$ cat config.mk
export PLATFORM = sky130hd
export DESIGN_NAME = lenet_axil_stream_loader
export DESIGN_NICKNAME = d
export VERILOG_FILES = /design/src/rtl/lenet_axil_stream_loader.sv
export SDC_FILE = /design/constraint.sdc
export NUM_CORES = 1
export LEC_CHECK = 0
export ABC_CLOCK_PERIOD_IN_PS = 6100
export BUFFER_PORTS_ARGS = -buffer_cell sky130_fd_sc_hd__buf_2
export CAP_MARGIN = 20
export CORE_MARGIN = 1
export CORE_UTILIZATION = 42
export CTS_BUF_LIST = sky130_fd_sc_hd__clkbuf_4
export CTS_CLUSTER_SIZE = 12
export DETAILED_ROUTE_END_ITERATION = 6
export GPL_TIMING_DRIVEN = 0
export PLACE_DENSITY = 0.66
export SKIP_LAST_GASP = 1
export SLEW_MARGIN = 20
export SYNTH_ARGS = -nofsm -noshare
export SYNTH_HDL_FRONTEND = slang
export SYNTH_SLANG_ARGS = --single-unit
$ cat constraint.sdc
create_clock -name S_AXI_ACLK -period 6.1 [get_ports S_AXI_ACLK]
set_input_delay 0.305 -clock S_AXI_ACLK [delete_from_list [all_inputs] [get_ports S_AXI_ACLK]]
set_output_delay 0.305 -clock S_AXI_ACLK [all_outputs]
set_load 0.005 [all_outputs]
$ cat src/rtl/lenet_axil_stream_loader.sv
// rtl/lenet_axil_stream_loader.sv - AXI4-Lite register front end feeding per-channel FWFT stream FIFOs
// Also owns the control/status/result/count registers and the completion interrupt.
module lenet_axil_stream_loader #(
   parameter int C_S_AXI_DATA_WIDTH = 32,
   parameter int C_S_AXI_ADDR_WIDTH = 6,
   parameter int N_CH               = 3,
   parameter int FIFO_DEPTH         = 16,
   parameter int RESULT_W           = 4
) (
   input  logic                                 S_AXI_ACLK,
   input  logic                                 S_AXI_ARESETN,
   input  logic [C_S_AXI_ADDR_WIDTH-1:0]        S_AXI_AWADDR,
   input  logic [2:0]                           S_AXI_AWPROT,
   input  logic                                 S_AXI_AWVALID,
   output logic                                 S_AXI_AWREADY,
   input  logic [C_S_AXI_DATA_WIDTH-1:0]        S_AXI_WDATA,
   input  logic [C_S_AXI_DATA_WIDTH/8-1:0]      S_AXI_WSTRB,
   input  logic                                 S_AXI_WVALID,
   output logic                                 S_AXI_WREADY,
   output logic [1:0]                           S_AXI_BRESP,
   output logic                                 S_AXI_BVALID,
   input  logic                                 S_AXI_BREADY,
   input  logic [C_S_AXI_ADDR_WIDTH-1:0]        S_AXI_ARADDR,
   input  logic [2:0]                           S_AXI_ARPROT,
   input  logic                                 S_AXI_ARVALID,
   output logic                                 S_AXI_ARREADY,
   output logic [C_S_AXI_DATA_WIDTH-1:0]        S_AXI_RDATA,
   output logic [1:0]                           S_AXI_RRESP,
   output logic                                 S_AXI_RVALID,
   input  logic                                 S_AXI_RREADY,
   output logic [N_CH*C_S_AXI_DATA_WIDTH-1:0]   ch_tdata,
   output logic [N_CH-1:0]                      ch_tvalid,
   input  logic [N_CH-1:0]                      ch_tready,
   output logic                                 core_start,
   output logic                                 core_clr,
   input  logic                                 core_done,
   input  logic [RESULT_W-1:0]                  core_result,
   output logic                                 irq
);

   localparam int DW = C_S_AXI_DATA_WIDTH;
   localparam int IW = C_S_AXI_ADDR_WIDTH - 2;
   localparam int AW = $clog2(FIFO_DEPTH);
   localparam int PW = AW + 1;

   logic                clk;
   logic                rst_n;
   logic                aw_rdy;
   logic                wr_hs;
   logic                ar_hs;
   logic [IW-1:0]       widx;
   logic [IW-1:0]       ridx;
   logic [1:0]          ctrl;
   logic                sclr;
   logic                done;
   logic [RESULT_W-1:0] result;
   logic [31:0]         img_cnt;
   logic [15:0]         ovf_cnt;
   logic [N_CH-1:0]     push_req;
   logic [N_CH-1:0]     empty;
   logic [N_CH-1:0]     full;
   logic                push_err;
   logic                ctrl_wr;
   logic                start_fall;
   logic                done_evt;
   logic [DW-1:0]       status_word;
   logic [DW-1:0]       rd_mux;
   logic                unused_inputs;

   assign clk   = S_AXI_ACLK;
   assign rst_n = S_AXI_ARESETN;
   assign unused_inputs = &{1'b0, S_AXI_AWPROT, S_AXI_ARPROT, S_AXI_WSTRB,
                            S_AXI_AWADDR[1:0], S_AXI_ARADDR[1:0]};

   assign widx  = S_AXI_AWADDR[C_S_AXI_ADDR_WIDTH-1:2];
   assign ridx  = S_AXI_ARADDR[C_S_AXI_ADDR_WIDTH-1:2];
   assign wr_hs = aw_rdy & S_AXI_AWVALID & S_AXI_WVALID;
   assign ar_hs = S_AXI_ARREADY & S_AXI_ARVALID;

   assign S_AXI_AWREADY = aw_rdy;
   assign S_AXI_WREADY  = aw_rdy;
   assign S_AXI_RRESP   = 2'b00;

   // Write channel: single outstanding transaction, ready pulses for one cycle.
   always_ff @(posedge clk or negedge rst_n) begin
      if (!rst_n) begin
         aw_rdy       <= 1'b0;
         S_AXI_BVALID <= 1'b0;
         S_AXI_BRESP  <= 2'b00;
      end else begin
         aw_rdy <= S_AXI_AWVALID & S_AXI_WVALID & ~S_AXI_BVALID & ~aw_rdy;
         if (wr_hs) begin
            S_AXI_BVALID <= 1'b1;
            S_AXI_BRESP  <= push_err ? 2'b10 : 2'b00;
         end else if (S_AXI_BREADY) begin
            S_AXI_BVALID <= 1'b0;
         end
      end
   end

   always_ff @(posedge clk or negedge rst_n) begin
      if (!rst_n) begin
         S_AXI_ARREADY <= 1'b0;
         S_AXI_RVALID  <= 1'b0;
         S_AXI_RDATA   <= '0;
      end else begin
         S_AXI_ARREADY <= S_AXI_ARVALID & ~S_AXI_RVALID & ~S_AXI_ARREADY;
         if (ar_hs) begin
            S_AXI_RVALID <= 1'b1;
            S_AXI_RDATA  <= rd_mux;
         end else if (S_AXI_RREADY) begin
            S_AXI_RVALID <= 1'b0;
         end
      end
   end

   for (genvar k = 0; k < N_CH; k++) begin : g_ch
      logic [PW-1:0] wptr;
      logic [PW-1:0] rptr;
      logic [DW-1:0] mem [FIFO_DEPTH];
      logic          push_ok;
      logic          pop;

      assign push_req[k] = wr_hs && (widx == IW'(k + 1));
      assign empty[k]    = (wptr == rptr);
      assign full[k]     = (wptr[AW] != rptr[AW]) && (wptr[AW-1:0] == rptr[AW-1:0]);
      // Full is judged on pre-pop pointers, so a push meeting a pop on a full FIFO is dropped.
      assign push_ok     = push_req[k] & ~full[k] & ~sclr;
      assign pop         = ch_tvalid[k] & ch_tready[k];
      assign ch_tvalid[k] = ~empty[k];
      assign ch_tdata[k*DW +: DW] = mem[rptr[AW-1:0]];

      always_ff @(posedge clk or negedge rst_n) begin
         if (!rst_n) begin
            wptr <= '0;
            rptr <= '0;
         end else if (sclr) begin
            wptr <= '0;
            rptr <= '0;
         end else begin
            if (push_ok) wptr <= wptr + PW'(1);
            if (pop)     rptr <= rptr + PW'(1);
         end
      end

      always_ff @(posedge clk) begin
         if (push_ok) mem[wptr[AW-1:0]] <= S_AXI_WDATA;
      end
   end

   assign push_err   = |(push_req & (full | {N_CH{sclr}}));
   assign ctrl_wr    = wr_hs && (widx == IW'(0));
   assign start_fall = ctrl_wr & ctrl[0] & ~S_AXI_WDATA[0];
   assign done_evt   = core_done & ctrl[0] & ~start_fall;

   always_ff @(posedge clk or negedge rst_n) begin
      if (!rst_n) begin
         ctrl    <= 2'b00;
         sclr    <= 1'b0;
         done    <= 1'b0;
         result  <= '0;
         img_cnt <= '0;
         ovf_cnt <= '0;
      end else begin
         if (ctrl_wr) ctrl <= S_AXI_WDATA[1:0];
         if (wr_hs && (widx == IW'(7))) sclr <= S_AXI_WDATA[0];
         if (sclr) begin
            done    <= 1'b0;
            result  <= '0;
            img_cnt <= '0;
            ovf_cnt <= '0;
         end else begin
            if (start_fall) begin
               done <= 1'b0;
            end else if (done_evt) begin
               done   <= 1'b1;
               result <= core_result;
               if (img_cnt != 32'hFFFF_FFFF) img_cnt <= img_cnt + 32'd1;
            end
            if (|(push_req & full) && (ovf_cnt != 16'hFFFF)) ovf_cnt <= ovf_cnt + 16'd1;
         end
      end
   end

   always_comb begin
      status_word    = '0;
      status_word[0] = done;
      for (int k = 0; k < N_CH; k++) begin
         status_word[8 + k]  = empty[k];
         status_word[16 + k] = full[k];
      end
   end

   always_comb begin
      rd_mux = '0;
      case (ridx)
         IW'(0):  rd_mux = DW'(ctrl);
         IW'(4):  rd_mux = status_word;
         IW'(5):  rd_mux = DW'(done);
         IW'(6):  rd_mux = DW'(result);
         IW'(7):  rd_mux = DW'(sclr);
         IW'(8):  rd_mux = DW'(img_cnt);
         IW'(9):  rd_mux = DW'(ovf_cnt);
         default: rd_mux = '0;
      endcase
   end

   assign core_start = ctrl[0];
   assign core_clr   = sclr;
   assign irq        = ctrl[1] & done;

endmodule

# Yosys cells after proc, flatten, opt, wreduce, memory -nomap -nowiden
# Memories as Yosys holds them, arrays and structs flattened.
# Cells that the tools add are included.
# totals
wordCells	152
ram_bits	1536
ff_bits	124
n_memories	3
inputBits	69
output_inout_bits	143
# op_classes
n_reduce_logical	27
bitwise_logic	38
addsub	8
eq_ne	22
n_mux	36
# memory_table
name	depth	width	read_ports	rd_ports_with_merged_regs	write_ports	line_no	text
g_ch[0].mem	16	32	1	0	1	120	logic [DW-1:0] mem [FIFO_DEPTH];
g_ch[1].mem	16	32	1	0	1	120	
g_ch[2].mem	16	32	1	0	1	120	
# ops
cell	count
case mux 32 bit (7 select lines)	1
two-way mux 32 bit	4
two-way mux 5 bit	12
adder 32 x 1 -> 32 bit (second input constant)	1
two-way mux 16 bit	2
!= test 32 bit (second input constant)	1
adder 5 x 1 -> 5 bit (second input constant)	6
bitwise AND 1 bit	22
nonzero test 2 bit	11
== test 4 x 3 -> 1 bit (second input constant)	5
adder 16 x 1 -> 16 bit (second input constant)	1
!= test 16 bit (second input constant)	1
== test 5 bit	3
two-way mux 1 bit	13
inverter 1 bit	13
== test 4 bit	3
two-way mux 4 bit	3
logical AND 1 bit	9
== test 4 x 2 -> 1 bit (second input constant)	2
== test 4 bit (second input constant)	2
logical NOT 4 bit	2
bitwise AND 3 bit	2
OR reduction 3 bit	2
== test 4 x 1 -> 1 bit (second input constant)	1
7 further kinds	9

# Longest topological paths before layout
# logic_depth
ltp_word	10
mapped_depth	10
ltp_nobuf	7

# Worst setup path after synthesis
# No wires, ideal clock.
# synth_timing
kind	reg-to-reg
startpoint	register aw_rdy, in the netlist S_AXI_AWREADY
endpoint	memory g_ch[1].mem[3][0] (netlist name) (enable)
synth_period_minus_slack_ns	4.442
n_path_buf	1
required_ns	5.639
setup_slack_ns	1.658
path_stages_with_launch	8
arrival_time_ns	3.981
setup_time_ns	0.461
cell_sequence	dfrtp_1 > and3_1 > clkbuf_1 > and4b_1 > a21boi_1 > nor2b_1 > nand2_1 > nor3_1
# synth_via
elab_chain_cells	7
# synth_rtl
element	line_no	text
start, declared	48	logic aw_rdy;
start signal, assigned	91	aw_rdy <= S_AXI_AWVALID & S_AXI_WVALID & ~S_AXI_BVALID & ~aw_rdy;
bitwise AND 1 bit (2 in series)	77	assign wr_hs = aw_rdy & S_AXI_AWVALID & S_AXI_WVALID;
logical AND 1 bit	124	assign push_req[k] = wr_hs && (widx == IW'(k + 1));
bitwise AND 1 bit (2 in series)	128	assign push_ok = push_req[k] & ~full[k] & ~sclr;
two-way mux 1 bit	147	if (push_ok) mem[wptr[AW-1:0]] <= S_AXI_WDATA;
two-way mux 1 bit (implied by the code)	147	
end, declared	120	
# Every way passes these cells.

# Worst setup path in the final report
# layout_timing
startpoint	register g_ch[0].rptr[0]
endpoint	output port ch_tdata[15]
# layout_via
elab_chain_cells	1
# layout_rtl
element	line_no	text
start, declared	119	logic [PW-1:0] rptr;
start signal, assigned	142	if (pop) rptr <= rptr + PW'(1);
memory (16 x 32 bit)	n/a	
end, declared	31	output logic [N_CH*C_S_AXI_DATA_WIDTH-1:0] ch_tdata,
# Every way passes these cells.

==> flow_metrics.tcl <==
set metrics [dict create \
    ioPinCount 212 \
    clock_skew_ps 164 \
    core-area_um2 152000 \
    setup_violations 0 \
    clk_latency_ps 1340 \
    tightest_slew_ps 1140 \
    status "completed" \
    relSlewSlack 0.242 \
    wl_per_cell_um 25.8 \
    grt_use_total 0.206 \
    start_util 0.423 \
    fmax_ghz 0.203 \
    ys_seq_area_frac 0.766 \
    dieArea_um2 155000 \
    cp-end-kind "primary output" \
    seqCellArea_um2 49200 \
    first_pass_iters 6 \
    multiInputGateArea_um2 14600 \
    pre_cts_ws_ps 2180 \
    stdcell_area_um2 75900 \
    hold_path.class "primary input to asynchronous set/reset pin" \
    cts_made_buffers 418 \
    routed_wl_um 156000 \
    nFillCells 12200 \
    path_class "flip-flop to primary output" \
    portBuffers 193 \
    cts_buffer_depth 4 \
    maxCapViolations 0 \
    grt.overflow.total 0 \
    power_density_nw_per_um2 391 \
    path_max_fanout 10 \
    nNetsFinal 3810 \
    grt_pass1_vias 34500 \
    syn_area_um2 64300 \
    synth_edf_count 1536 \
    hold_ws_ps 130 \
    worstReg2RegStart "g_ch[1].rptr[1]" \
    r2r_end "g_ch[1].mem[0][13]" \
    viasPerCell 5.51 \
    critPathArrivalTime_ps 4630 \
    route.vias.total 33400 \
    start_kind "flip-flop" \
    die_x_um 393 \
    clock-sinks 1659 \
    r2r_slack_ps 2090 \
    num_rows 143 \
    critPathLaunch "g_ch[0].rptr[0]" \
    ir_worst_vdd_uv 233 \
    grt_max_degree 71 \
    avgSynthCellArea_um2 22.2 \
    synth_top_flop_cell "edfxtp_1" \
    syn2layout_area_growth_pct 18.1 \
    tritoncts "built" \
    r2r_cells 11 \
    dpl.hpwl_um 99000 \
    leakagePower_nw 25.1 \
    synth_cell_types 58 \
    slew_violations 0 \
    drt_iter0_drc 3037 \
    yosys_warnings 0 \
    path_clk_slew_ps 70 \
    antenna_found_initial 5 \
    fin_ws_ps 1160 \
    grt_pass1_wl_um 228000 \
    postPlaceCellArea_um2 69800 \
    remaining_drc_errors 0 \
    gp_congestion 0.832 \
    cp.required_ps 5790 \
    postSynthCellCount 2900 \
    grt_setup_unrepaired "false" \
    drtAntennaViolNets 0 \
    die_h_um 393 \
    period_needed_ps 4940 \
    synthArstFlopShare 0.0741 \
    cts.htree.levels 5 \
    postCtsSetupBuffers 0 \
    synth_seq_cells 1659 \
    finalHoldViolCount 0 \
    clockRootBuffer "clkbuf_4" \
    layout-drive-gt1-share 0.380 \
    timing.final.crit_share 0.809 \
]
## power by group
group | leakage (nW) | switching, mW | internal [mW] | total [mW]
registers | 15.5 | 0.0547 | 12.5 | 12.6
logic | 6.58 | 4.24 | 3.88 | 8.12
clock network | 3.03 | 4.30 | 4.65 | 8.96
total | 25.1 | 8.60 | 21.0 | 29.6
## cells in the final DEF (no fill, tap or decap), types with 8 or more instances in the layout
master	n
nor3_1	28
o31ai_1	13
ha_1	17
inv_1	20
nor3_2	12
a22oi_1	13
clkinv_2	14
or4_1	12
xnor2_1	38
clkbuf_1	81
buf_1	21
nor2_1	76
xor2_1	29
or3_1	8
edfxtp_1	1536
dfrtp_1	123
buf_6	12
diode_2	13
nand2_1	90
nand3_1	21
clkbuf_4	600
a21oi_1	27
buf_16	29
dlygate4sd3_1	96
o21ai_0	42
clkinv_1	88
buf_4	55
mux4_2	480
nor4_1	10
nor2_4	36
a22o_1	8
buf_2	235
nand4_1	24
buf_12	20
## cell families after synthesis
group	after synthesis	share of synthesized area
flops	1659	0.766
buf+inv	178	0.0117
mux	491	0.170
other cells	1	0.0000584
compound gates	122	0.0120
fa+ha+maj	17	0.00331
simple gates	365	0.0280
xor+xnor	67	0.00913
## flip-flops by register name, indices dropped and copies added (netlist names)
| register | flops |
|---|---|
| img_cnt | 32 |
| S_AXI_BVALID | 1 |
| S_AXI_AWREADY | 1 |
| ctrl | 2 |
| S_AXI_RDATA | 32 |
| ovf_cnt | 16 |
| S_AXI_BRESP | 1 |
| g_ch.mem | 1536 |
| g_ch.wptr | 15 |
| S_AXI_ARREADY | 1 |
| done | 1 |
| g_ch.rptr | 15 |
| result | 4 |
| core_clr | 1 |
| S_AXI_RVALID | 1 |
## repair_timing
item | CTS | global route
gates resized for setup | 0 | 0
hold buffers | 96 | 1
endpoints found under the hold margin | 1752 | 9
## layout make-up
| type | count | area share |
|---|---|---|
| Antenna cell | 13 | 0.000429 |
| Buffer | 158 | 0.00904 |
| Clock buffer | 600 | 0.0594 |
| Clock inverter | 110 | 0.00706 |
| Inverter | 20 | 0.000989 |
| Multi-Input combinational cell | 1065 | 0.193 |
| Sequential cell | 1659 | 0.648 |
| Tap cell | 2030 | 0.0335 |
| Timing Repair Buffer | 402 | 0.0484 |
## Yosys cell counts, types with 8 or more instances
| library cell | count | area, um^2 |
|---|---|---|
| nor3_1 | 40 | 200 |
| dfrtp_1 | 123 | 3080 |
| nand4_1 | 24 | 150 |
| nor2_1 | 112 | 420 |
| xnor2_1 | 38 | 333 |
| ha_1 | 17 | 213 |
| xor2_1 | 29 | 254 |
| mux4_2 | 480 | 10800 |
| o21ai_0 | 42 | 210 |
| o31ai_1 | 13 | 97.6 |
| a22o_1 | 8 | 70.1 |
| or4_1 | 12 | 90.1 |
| buf_1 | 27 | 101 |
| inv_1 | 20 | 75.1 |
| nand3_1 | 21 | 105 |
| clkbuf_1 | 81 | 304 |
| nand2_1 | 90 | 338 |
| a21oi_1 | 27 | 135 |
| nor4_1 | 10 | 62.6 |
| buf_2 | 42 | 210 |
| edfxtp_1 | 1536 | 46100 |
| or3_1 | 8 | 50.1 |
| a22oi_1 | 13 | 97.6 |
## worst max-delay path by stage
stage	end	depth (start not counted)
after global placement	g_ch[1].mem[2][15]	8
after floorplan	g_ch[1].mem[3][0]	7
after global routing	ch_tdata[15]	6
after detailed placement	g_ch[1].mem[0][16]	12
after CTS	ch_tdata[15]	6
final	ch_tdata[15]	6
## stage by stage
step | setup TNS, ps | instances | utilization | power [mW]
after detailed placement | 0 | 5234 | 0.459 | 21.0
after CTS | 0 | 6040 | 0.499 | 30.0
final | 0 | 6057 | 0.500 | 29.6
after global routing | 0 | 6052 | 0.499 | 30.9
after global placement | -527470 | 5125 | 0.446 | 20.9
after floorplan | 0 | 2902 | - | 17.9
## worst max-delay path, stage by stage, from the launching register on
cell      delay (ps)
dfrtp_1          360
clkbuf_1         430
clkbuf_1         550
buf_1            750
mux4_2           630
mux4_2           550
buf_2            160
## routing by layer
layer  part of all wire  GRT usage  up-vias  routed length, um
li1                   -          -    14100                  -
met1               0.41      0.278    17600              64000
met2               0.49      0.329     1468              76600
met3              0.080     0.0494      242              12500
met4              0.021     0.0666        0               3350
met5                  0          0        -                  0
(Power assumes the default switching activity.)
